`src/rtl/div_pkg.sv`:
```
// Shared definitions for the sequential restoring divider.
package div_pkg;

  localparam int unsigned DefaultWidth = 32;

  // Every quotient bit is set to this value on divide-by-zero.
  localparam logic DivZeroFill = 1'b1;

  typedef enum logic [1:0] {
    StIdle,
    StIter,
    StFix
  } state_e;

endpackage

```
`src/rtl/div_step.sv`:
```
// One restoring-division step: shift in a dividend bit, trial-subtract the divisor.
module div_step #(
  parameter int unsigned WIDTH = 32
) (
  input  logic [WIDTH-1:0] rem_in,
  input  logic             bit_in,
  input  logic [WIDTH-1:0] divisor,
  output logic [WIDTH-1:0] rem_out,
  output logic             q_bit
);

  logic [WIDTH:0] shifted;
  logic [WIDTH:0] diff;

  // The shifted remainder is below 2*divisor, so a borrow shows up in the top bit.
  always_comb begin
    shifted = {rem_in, bit_in};
    diff    = shifted - {1'b0, divisor};
    q_bit   = ~diff[WIDTH];
    rem_out = q_bit ? diff[WIDTH-1:0] : shifted[WIDTH-1:0];
  end

endmodule

```
`src/rtl/div_seq.sv`:
```
// Sequential signed/unsigned divider, one quotient bit per clock, start/done handshake.
module div_seq
  import div_pkg::*;
#(
  parameter int unsigned WIDTH = DefaultWidth
) (
  input  logic             Clock,
  input  logic             Resetn,
  input  logic             Start,
  input  logic             Signed,
  input  logic [WIDTH-1:0] D,
  input  logic [WIDTH-1:0] Q,
  output logic             Busy,
  output logic             Done,
  output logic             DivByZero,
  output logic [WIDTH-1:0] Zhi,
  output logic [WIDTH-1:0] Zlo
);

  localparam int unsigned CntW = $clog2(WIDTH);

  state_e            state_q, state_d;
  logic [CntW-1:0]   cnt_q, cnt_d;
  logic [WIDTH-1:0]  dvd_q, dvd_d;   // dividend magnitude, becomes the quotient
  logic [WIDTH-1:0]  dvs_q, dvs_d;
  logic [WIDTH-1:0]  rem_q, rem_d;
  logic              neg_quo_q, neg_quo_d;
  logic              neg_rem_q, neg_rem_d;
  logic              dbz_q, dbz_d;
  logic              busy_q, busy_d;
  logic              done_q, done_d;
  logic              dbz_out_q, dbz_out_d;
  logic [WIDTH-1:0]  zhi_q, zhi_d;
  logic [WIDTH-1:0]  zlo_q, zlo_d;

  logic              d_neg, q_neg;
  logic [WIDTH-1:0]  step_rem;
  logic              step_bit;

  div_step #(
    .WIDTH (WIDTH)
  ) u_step (
    .rem_in  (rem_q),
    .bit_in  (dvd_q[WIDTH-1]),
    .divisor (dvs_q),
    .rem_out (step_rem),
    .q_bit   (step_bit)
  );

  always_comb begin
    state_d   = state_q;
    cnt_d     = cnt_q;
    dvd_d     = dvd_q;
    dvs_d     = dvs_q;
    rem_d     = rem_q;
    neg_quo_d = neg_quo_q;
    neg_rem_d = neg_rem_q;
    dbz_d     = dbz_q;
    busy_d    = busy_q;
    done_d    = 1'b0;
    dbz_out_d = dbz_out_q;
    zhi_d     = zhi_q;
    zlo_d     = zlo_q;
    d_neg     = Signed & D[WIDTH-1];
    q_neg     = Signed & Q[WIDTH-1];

    case (state_q)
      StIdle: begin
        // A Start coinciding with the Done pulse belongs to the finishing operation.
        if (Start && !done_q) begin
          neg_quo_d = d_neg ^ q_neg;
          neg_rem_d = d_neg;
          dvd_d     = d_neg ? -D : D;
          dvs_d     = q_neg ? -Q : Q;
          rem_d     = '0;
          cnt_d     = CntW'(WIDTH - 1);
          busy_d    = 1'b1;
          dbz_out_d = 1'b0;
          dbz_d     = (Q == '0);
          state_d   = (Q == '0) ? StFix : StIter;
        end
      end
      StIter: begin
        dvd_d = {dvd_q[WIDTH-2:0], step_bit};
        rem_d = step_rem;
        cnt_d = cnt_q - CntW'(1);
        if (cnt_q == '0) begin
          state_d = StFix;
        end
      end
      StFix: begin
        if (dbz_q) begin
          zlo_d = {WIDTH{DivZeroFill}};
          zhi_d = neg_rem_q ? -dvd_q : dvd_q;
        end else begin
          zlo_d = neg_quo_q ? -dvd_q : dvd_q;
          zhi_d = neg_rem_q ? -rem_q : rem_q;
        end
        dbz_out_d = dbz_q;
        done_d    = 1'b1;
        busy_d    = 1'b0;
        state_d   = StIdle;
      end
      default: state_d = StIdle;
    endcase
  end

  always_ff @(posedge Clock or negedge Resetn) begin
    if (!Resetn) begin
      state_q   <= StIdle;
      cnt_q     <= '0;
      dvd_q     <= '0;
      dvs_q     <= '0;
      rem_q     <= '0;
      neg_quo_q <= 1'b0;
      neg_rem_q <= 1'b0;
      dbz_q     <= 1'b0;
      busy_q    <= 1'b0;
      done_q    <= 1'b0;
      dbz_out_q <= 1'b0;
      zhi_q     <= '0;
      zlo_q     <= '0;
    end else begin
      state_q   <= state_d;
      cnt_q     <= cnt_d;
      dvd_q     <= dvd_d;
      dvs_q     <= dvs_d;
      rem_q     <= rem_d;
      neg_quo_q <= neg_quo_d;
      neg_rem_q <= neg_rem_d;
      dbz_q     <= dbz_d;
      busy_q    <= busy_d;
      done_q    <= done_d;
      dbz_out_q <= dbz_out_d;
      zhi_q     <= zhi_d;
      zlo_q     <= zlo_d;
    end
  end

  assign Busy      = busy_q;
  assign Done      = done_q;
  assign DivByZero = dbz_out_q;
  assign Zhi       = zhi_q;
  assign Zlo       = zlo_q;

endmodule

```
`config.mk`:
```
export PLATFORM = sky130hd
export DESIGN_NAME = div_seq
export DESIGN_NICKNAME = d
export VERILOG_FILES = /design/src/rtl/div_pkg.sv /design/src/rtl/div_step.sv /design/src/rtl/div_seq.sv
export SDC_FILE = /design/constraint.sdc
export NUM_CORES = 1
export LEC_CHECK = 0
export CAP_MARGIN = 10
export CORE_MARGIN = 3
export CORE_UTILIZATION = 58
export CTS_CLUSTER_SIZE = 8
export DETAILED_ROUTE_END_ITERATION = 12
export PLACE_DENSITY = 0.81
export REMOVE_ABC_BUFFERS = 1
export SLEW_MARGIN = 20
export SYNTH_ARGS = -nofsm -noshare
export SYNTH_HDL_FRONTEND = slang
export SYNTH_SLANG_ARGS = --single-unit
```
`constraint.sdc`:
```
create_clock -name Clock -period 3.9 [get_ports Clock]
set_input_delay 1.17 -clock Clock [delete_from_list [all_inputs] [get_ports Clock]]
set_output_delay 1.17 -clock Clock [all_outputs]
set_load 0.01 [all_outputs]
```
---- Word level (Yosys, flattened, before mapping) ----
Index checks and enable logic that the tools add are counted.
word-level totals
  register bits after elaboration ......... 173
  bits of input ports ..................... 68
operators by class
  add/subtract/negate cells ............... 6
  equality and inequality tests ........... 4
  multiplexer cells ....................... 23
  bitwise gates (word level) .............. 4
  reductions and logical operators ........ 11
operators by type and width
  operator                                                             number
  32-bit 2-to-1 mux                                                    10
  32-bit negator                                                       4
  32-bit case mux with 2 select lines                                  2
  33-bit by 32-bit subtractor with 33-bit output                       1
  32-bit zero test                                                     1
  5-bit case mux with 2 select lines                                   1
  2-bit AND reduction                                                  4
  2-bit 2-to-1 mux                                                     3
  5-bit zero test                                                      1
  5-bit 2-to-1 mux                                                     1
  5-bit by 1-bit subtractor with 5-bit output (second input constant)  1
  2-bit inequality test (second input constant)                        2
  1-bit case mux with 2 select lines                                   2
  2-bit case mux with 2 select lines                                   1
  2-bit nonzero test                                                   2
  1-bit 2-to-1 mux                                                     3
  1-bit AND                                                            2
  2-bit by 1-bit == test with 1-bit output (second input constant)     1
  2-bit == test (second input constant)                                1
  2-bit zero test                                                      1
  1-bit logical AND                                                    1
  1-bit zero test                                                      1
  1-bit NOT                                                            1
  1-bit bitwise XOR                                                    1

---- Depth between registers and ports, before layout ----
Gate-level depths: netlist of run 1.
  depth in word-level cells ............... 4
  gate-level depth with buffers ........... 13

---- Cells and area by module ----
From an unflattened synthesis of run 1, not the netlist that was laid out.
unflattened totals
  cells, all modules ...................... 1513
  area total of the unflattened synthesis .. 12864.8 um^2
by module, submodules not included
  module    instances  cells an instance  area an instance (um^2)  sequential area each (um^2)
  div_seq   1          1208               10506.3                  4329.2
  div_step  1          305                2358.5                   0.0

---- Least setup slack after synthesis of run 1 ----
OpenSTA, ideal clock, no wires.
  kind .................................... input-to-reg
  from .................................... input port D[4]
  to ...................................... register dvd_q[29]
  arrival ................................. 2.993 ns
  setup slack ............................. 0.772 ns
  stages on the path ...................... 8
  buffers on the path ..................... 0
  cells stage by stage .................... nor4_1 > and3_1 > and3_1 > nand2_1 > or2_2 > o41ai_1 > xor2_1 > o21ai_0
between the ends
  cells in the longest elaborated chain, start to end .. 4
ends and longest elaborated chain
  element                              RTL line        RTL
  start: declaration                   div_seq.sv:11   input logic [WIDTH-1:0] D,
  32-bit negator                       div_seq.sv:73   dvd_d = d_neg ? -D : D;
  32-bit 2-to-1 mux                    div_seq.sv:73
  32-bit 2-to-1 mux                    div_seq.sv:70   if (Start && !done_q) begin
  32-bit case mux with 2 select lines  div_seq.sv:67   case (state_q)
  end signal: assignment               div_seq.sv:126  dvd_q <= dvd_d;
  end: declaration                     div_seq.sv:24   logic [WIDTH-1:0] dvd_q, dvd_d;
Every way passes these cells. The select of a mux whose other input is x is not followed.
A chain may end at the register's enable or synchronous reset.

---- Worst setup path after layout of run 1 ----
  from .................................... register dvd_q[31]
  to ...................................... register rem_q[17]
between the ends
  cells in the longest elaborated chain, start to end .. 3
ends and longest elaborated chain
  element                                         RTL line        RTL
  33-bit by 32-bit subtractor with 33-bit output  div_step.sv:18  diff = shifted - {1'b0, divisor};
  32-bit 2-to-1 mux                               div_step.sv:20  rem_out = q_bit ? diff[WIDTH-1:0] : shifted[WIDTH-1:0];
  32-bit case mux with 2 select lines             div_seq.sv:67
  end signal: assignment                          div_seq.sv:128  rem_q <= rem_d;
  end: declaration                                div_seq.sv:26   logic [WIDTH-1:0] rem_q, rem_d;
Every way passes these cells.

==> results.sh, run 1 <==
export IMPL_grt_pass1_wl_mm=51.1
export IMPL_p_sw_share_pct=45.3
export IMPL_power_frac_clock_pct=14.2
export IMPL_seq_power_share_pct=27.4
export IMPL_synth_area_mm2=0.0120
export IMPL_detail_route_antenna_nets=0
export IMPL_port_buffers=134
export IMPL_preCtsSetupSlack_ns=0.0426
export IMPL_routed_wl_mm=31.0
export IMPL_dr_pass1_iters=5
export IMPL_dp_hpwl_mm=22.5
export IMPL_intPower_mw=6.97
export IMPL_yosysMostFrequentCell="nand2_1"
export IMPL_wire_per_inst_um=17.2
export IMPL_vdd_ir_drop_max_mv=0.485
export IMPL_vias=10700
export IMPL_final_core_util_pct=71.1
export IMPL_diodes=0
export IMPL_synth_cell_type_count=75
export IMPL_rsz0062_at_grt="false"
export IMPL_synth_top_area_share_pct=36.2
export IMPL_postCtsSetupRepairBufs=0
export IMPL_avgSynthCellArea_um2=8.39
export IMPL_grt_pass1_vias=10200
export IMPL_critical_path_class="reg -> reg"
export IMPL_switchingPower_mw=5.77
export IMPL_finalWorstSetupSlack_ns=0.447
export IMPL_worstSetupStartpointType="flip-flop"
export IMPL_cap_violations=0
export IMPL_start_util_pct=60.3
export IMPL_power_density_mw_per_mm2=903
export IMPL_maxSlewViolCount=0
export IMPL_synth_ff_type="dfrtp_1"
export IMPL_viasPerCell=5.94
export IMPL_holdBufCountCts=0
export IMPL_clkSinkCount=173
export IMPL_cts_tree="built"
export IMPL_hold_violations=0
export IMPL_required_ns=4.18
export IMPL_core_rowCount=51
export IMPL_die_x_um=150
export IMPL_syn_to_final_growth_pct=18.0
export IMPL_overflow=0
export IMPL_setup_viol=0
export IMPL_gp_congestion=0.928
export IMPL_drive_gt1_share_pct=6.01
export IMPL_clock_fmax_mhz=290
export IMPL_htreeDepth=4
export IMPL_synth_seq_cells=173
export IMPL_antenna_found_initial=0
export IMPL_netlist_instances=1426
export IMPL_drc=0
export IMPL_die_area_mm2=0.0224
export IMPL_finalCriticalPeriod_ns=3.45
export IMPL_grt_max_degree=69
export IMPL_finalPower_mw=12.7
export IMPL_cp_arrival_ns=3.73
export IMPL_clk_insertion_delay_late_ns=0.43
export IMPL_crit_chain="inv_1 -> ha_1 -> fa_1 -> nand2b_1 -> a21oi_1 -> o21ai_0 -> a31oi_2 -> a21oi_1 -> o211ai_4 -> buf_12 -> buf_12 -> mux2i_1 -> o21ai_0"
export IMPL_slew_headroom_pct=24.6
export IMPL_synth_edff_count=0
export IMPL_hold_path_class="reg -> reg"
export IMPL_path_clk_slew_ns=0.07
export IMPL_cp_top_family="compound AO/OA/AOI/OAI gates"
export IMPL_clockRootBuffer="clkbuf_16"
export IMPL_layout_nets=1625
export IMPL_critical_path_max_stage_delay_ns=0.40
export IMPL_synth_area_leader_cell="dfrtp_1"
export IMPL_core_mm2=0.0198
export IMPL_dieHeight_um=150
export IMPL_post_route_period_util_pct=88.5
export IMPL_synth_area_leaders="dfrtp_1 36%, o21ai_0 7.9%, xnor2_1 6.3%, xor2_1 6.1%, nand2_1 6.0%"
export IMPL_path_buf_inv=3
export IMPL_synth_warnings=0
export IMPL_pwr_share_comb_pct=58.4
export IMPL_leakagePower_nw=5.89
export IMPL_run_status="finished clean"
export IMPL_ys_async_sr_fraction_pct=100
export IMPL_totalNegativeSetupSlack_ns=0
export IMPL_cp_slowest_cell="fa_1"
export IMPL_io_pins=135
export IMPL_cts_buffer_depth=2
export IMPL_cts_inserted_buffers=17
export IMPL_fin_skew_ns=0.0112
export IMPL_grt_total_usage_pct=28.1
export IMPL_nFillCells=1587
export IMPL_dp_cells=1764
export IMPL_ctsResizeCount=0
export IMPL_layout_cells_non_filler=1795
export IMPL_endpoint_kind="flip-flop"
export IMPL_tightest_slew_ns=1.13
export IMPL_synth_yosys_seq_area_share_pct=36.2
export IMPL_synth_common_cells="190 x nand2_1, 189 x o21ai_0, 173 x dfrtp_1, 86 x xnor2_1, 84 x xor2_1"
export IMPL_initialDrtViolationCount=883
export IMPL_path_max_fanout=23
## power by group through the flow
| stage | combinational (mW) | clock [mW] | sequential (mW) |
|---|---|---|---|
| floorplan | 5.44 | 0 | 3.26 |
| global placement | 7.14 | 0 | 3.45 |
| detailed placement | 7.32 | 0 | 3.49 |
| CTS | 7.39 | 1.83 | 3.46 |
| global route | 8.28 | 1.90 | 3.60 |
| finish | 7.44 | 1.81 | 3.49 |
## layout by cell type, fill, tap and decap left out, types with 7 or more instances in the layout
master / instances
nand2_1: 190
o21ai_0: 189
dfrtp_1: 172
clkdlybuf4s50_1: 133
xnor2_1: 86
xor2_1: 84
a21oi_1: 78
nor2_1: 78
inv_1: 51
nand3_1: 43
ha_1: 38
a22oi_1: 31
mux2i_1: 28
o31ai_1: 27
buf_4: 23
nand2b_1: 22
nor3_1: 21
clkbuf_16: 17
a31oi_1: 15
or3_1: 15
a21o_1: 13
nor4_1: 12
nor2b_1: 10
o22a_1: 10
nand4_1: 8
and3_1: 8
o41ai_1: 8
and2_1: 7
mux2_2: 7
## layer usage
layer | routed length [µm] | part of all wire (%) | global-route usage [%] | up-vias
met3 | 2140 | 6.9 | 3.42 | 52
met5 | 0 | 0 | 0 | -
met1 | 13600 | 44 | 39.0 | 5007
met2 | 14500 | 47 | 46.4 | 404
met4 | 637 | 2.1 | 8.79 | 0
li1 | - | - | - | 5208
## flip-flops by register name (all words and copies together) (netlist names), 2 cells and up
signal and cells:
cnt_q 5, Zlo 32, state_q 2, dvs_q 32, dvd_q 32, rem_q 32
Zhi 32
## cells by family after synthesis
family / count (synthesis) / share of synthesized area (%)
buffers and inverters: 138 / 5.06
DFF: 173 / 36.2
muxes: 36 / 3.19
and+or+nand+nor: 452 / 18.1
xor gates and xnor gates: 170 / 12.4
adders and majority gates: 39 / 4.14
AOI/OAI and AO/OA: 418 / 20.9
## worst paths after layout
kind | start | slack (ns) | cells past startpoint | endpoint
max | dvd_q[31]$_DFFE_PN0P_ | 0.45 | 13 | rem_q[17]$_DFFE_PN0P_
min | Zlo[0]$_DFFE_PN0P_ | 0.48 | 2 | Zlo[0]$_DFFE_PN0P_
max reg2reg | dvd_q[31]$_DFFE_PN0P_ | 0.45 | 13 | rem_q[17]$_DFFE_PN0P_
min reg2reg | Zlo[0]$_DFFE_PN0P_ | 0.48 | 2 | Zlo[0]$_DFFE_PN0P_
max in group asynchronous | Resetn | 2.08 | 3 | rem_q[23]$_DFFE_PN0P_
min in group asynchronous | Resetn | 0.71 | 1 | dvs_q[4]$_DFFE_PN0P_
## final cells by class
| class | instances | area, µm² | area share, % |
|---|---|---|---|
| timing repair buffer | 160 | 1580 | 11.2 |
| multi-input combinational | 1115 | 7070 | 50.1 |
| tap | 265 | 332 | 2.35 |
| clock buffer | 21 | 460 | 3.26 |
| sequential | 173 | 4330 | 30.7 |
| clock inverter | 10 | 163 | 1.15 |
| inverter | 51 | 191 | 1.36 |
## through the flow
| stage | hold WS (ns) | cell area (µm²) |
|---|---|---|
| after floorplan | 0.450 | 11600 |
| after global placement | 0.452 | 13500 |
| after detailed placement | 0.468 | 13500 |
| after CTS | 0.482 | 14100 |
| after global routing | 0.504 | 14100 |
| final | 0.477 | 14100 |
## worst min-delay path, cell delays in order, from the launching register on
cell	delay, ns
dfrtp_1	0.34
nand2_1	0.05
nand2_1	0.05
(Power assumes the default switching activity.)
==> run 2: changes to the inputs <==
--- a/config.mk
+++ b/config.mk
@@ -7,10 +7,11 @@
 export LEC_CHECK = 0
 export CAP_MARGIN = 10
 export CORE_MARGIN = 3
-export CORE_UTILIZATION = 58
+export CORE_UTILIZATION = 60
 export CTS_CLUSTER_SIZE = 8
 export DETAILED_ROUTE_END_ITERATION = 12
-export PLACE_DENSITY = 0.81
+export DONT_BUFFER_PORTS = 1
+export PLACE_DENSITY = 0.75
 export REMOVE_ABC_BUFFERS = 1
 export SLEW_MARGIN = 20
 export SYNTH_ARGS = -nofsm -noshare
==> run 2 against run 1 <==
Compared with the run above:
- worst hold slack got worse by 0.056 ns
- largest cell class unchanged
- clock skew about the same
- utilization fell by 6.4 points
- largest power group unchanged
- first-iteration DRC count up 2.4%
- count of clock-buffer cells in the layout shrank 2
==> results.sh, run 2 (synthesis gave the netlist of run 1 again) <==
export IMPL_run_status="finished clean"
export IMPL_path_max_fanout=42
export IMPL_cts_buffer_depth=2
export IMPL_path_clk_slew_ns=0.07
export IMPL_layout_cells_non_filler=1647
export IMPL_drive_gt1_share_pct=5.79
export IMPL_reg2reg_slack_ns=0.56
export IMPL_die_area_mm2=0.0217
export IMPL_drc=0
export IMPL_cp_slowest_cell="dfrtp_1"
export IMPL_vdd_ir_drop_max_mv=0.740
export IMPL_ctsResizeCount=0
export IMPL_antenna_found_initial=0
export IMPL_dr_pass1_iters=5
export IMPL_layout_commonest_cell="nand2_1"
export IMPL_finalCriticalPeriod_ns=3.34
export IMPL_dieHeight_um=147
export IMPL_grt_pass1_vias=9591
export IMPL_clockRootBuffer="clkbuf_16"
export IMPL_dp_cells=1614
export IMPL_cts_inserted_buffers=17
export IMPL_cap_violations=0
export IMPL_clk_insertion_delay_late_ns=0.44
export IMPL_die_x_um=147
export IMPL_cp_arrival_ns=3.69
export IMPL_post_route_period_util_pct=85.7
export IMPL_tightest_slew_ns=1.01
export IMPL_final_cell_area_mm2=0.0126
export IMPL_core_mm2=0.0195
export IMPL_final_cell_mix="190 x nand2_1, 189 x o21ai_0, 171 x dfrtp_1, 86 x xnor2_1, 84 x xor2_1"
export IMPL_start_util_pct=61.3
export IMPL_nFillCells=1707
export IMPL_vias=10100
export IMPL_syn_to_final_growth_pct=5.65
export IMPL_rsz0062_at_grt="false"
export IMPL_core_rowCount=51
export IMPL_seqCellArea_mm2=0.00433
export IMPL_postCtsSetupRepairBufs=0
export IMPL_grt_total_usage_pct=28.2
export IMPL_htreeDepth=4
export IMPL_dp_hpwl_mm=21.4
export IMPL_wire_per_inst_um=18.5
export IMPL_setup_viol=0
export IMPL_totalNegativeSetupSlack_ns=0
export IMPL_grt_max_degree=174
export IMPL_rr_worst_depth=12
export IMPL_slew_headroom_pct=32.5
export IMPL_diodes=0
export IMPL_detail_route_antenna_nets=0
export IMPL_cts_tree="built"
export IMPL_maxSlewViolCount=0
export IMPL_viasPerCell=6.14
export IMPL_hold_violations=0
export IMPL_finalPower_mw=12.3
export IMPL_clock_fmax_mhz=299
export IMPL_layout_nets=1476
export IMPL_timing_hold_ws_ns=0.421
export IMPL_gp_congestion=0.939
export IMPL_endpoint_kind="flip-flop"
export IMPL_port_buffers=0
export IMPL_clkSinkCount=173
export IMPL_overflow=0
export IMPL_grt_pass1_wl_mm=49.7
export IMPL_critical_path_class="reg -> reg"
export IMPL_power_density_mw_per_mm2=974
export IMPL_required_ns=4.25
export IMPL_critical_path_max_stage_delay_ns=0.42
export IMPL_routed_wl_mm=30.5
export IMPL_fin_skew_ns=0.0112
export IMPL_crit_top_cell="a21oi_1"
export IMPL_placed_area_mm2=0.0120
export IMPL_multi_input_area_mm2=0.00707
export IMPL_io_pins=135
export IMPL_holdBufCountCts=0
export IMPL_initialDrtViolationCount=904
export IMPL_leakagePower_nw=5.31
export IMPL_hold_path_class="in -> async"
export IMPL_crit_chain="ha_1 -> fa_1 -> nand2b_1 -> a21oi_1 -> o21ai_0 -> a31oi_2 -> a21oi_1 -> o211ai_4 -> buf_12 -> nand3_1 -> mux2_2 -> o211ai_1"
export IMPL_worstSetupStartpointType="flip-flop"
## run 2: routing by layer
metal / track usage (%) / wire [µm]
met5: 0 / 0
met2: 45.4 / 14200
met1: 39.1 / 13300
met3: 5.00 / 2190
met4: 8.95 / 712
## run 2: final cells by class
cell class,count,area share (%)
Multi-Input combinational cell,1115,55.9
Sequential cell,173,34.3
Clock buffer,19,3.58
Tap cell,265,2.62
Inverter,51,1.51
Clock inverter,13,1.24
Timing Repair Buffer,11,0.851
## run 2: worst paths after layout
check,start,end
max in group asynchronous,Resetn,dvs_q[8]$_DFFE_PN0P_
max reg2reg,dvs_q[0]$_DFFE_PN0P_,rem_q[26]$_DFFE_PN0P_
min reg2reg,dvs_q[8]$_DFFE_PN0P_,dvs_q[8]$_DFFE_PN0P_
min,Resetn,Zlo[27]$_DFFE_PN0P_
min in group Clock,dvs_q[8]$_DFFE_PN0P_,dvs_q[8]$_DFFE_PN0P_
max,dvs_q[0]$_DFFE_PN0P_,rem_q[26]$_DFFE_PN0P_
## run 2: critical path: cells and delay by family, from the launching register on
kind	cells	cell delay, ns
AO/OA/AOI/OAI	6	1.33
adder cells (fa/ha/maj)	2	0.65
AND/OR/NAND/NOR	2	0.29
flip-flops	1	0.42
buffers and inverters	1	0.27
multiplexers	1	0.29
## run 2: metrics by stage
| step | worst slack, ns | utilization [%] |
|---|---|---|
| detailed placement | 0.384 | 61.5 |
| global route | 0.375 | 64.7 |
| CTS | 0.582 | 64.6 |
| finish | 0.558 | 64.7 |
| global placement | 0.458 | 61.5 |
| floorplan | 0.0255 | - |
## run 2: power by group
group	switching [mW]	leakage [nW]	total [mW]	internal [mW]
Combinational	3.88	2.81	6.95	3.06
Sequential	1.11	2.21	3.61	2.50
Clock	0.766	0.293	1.76	0.993
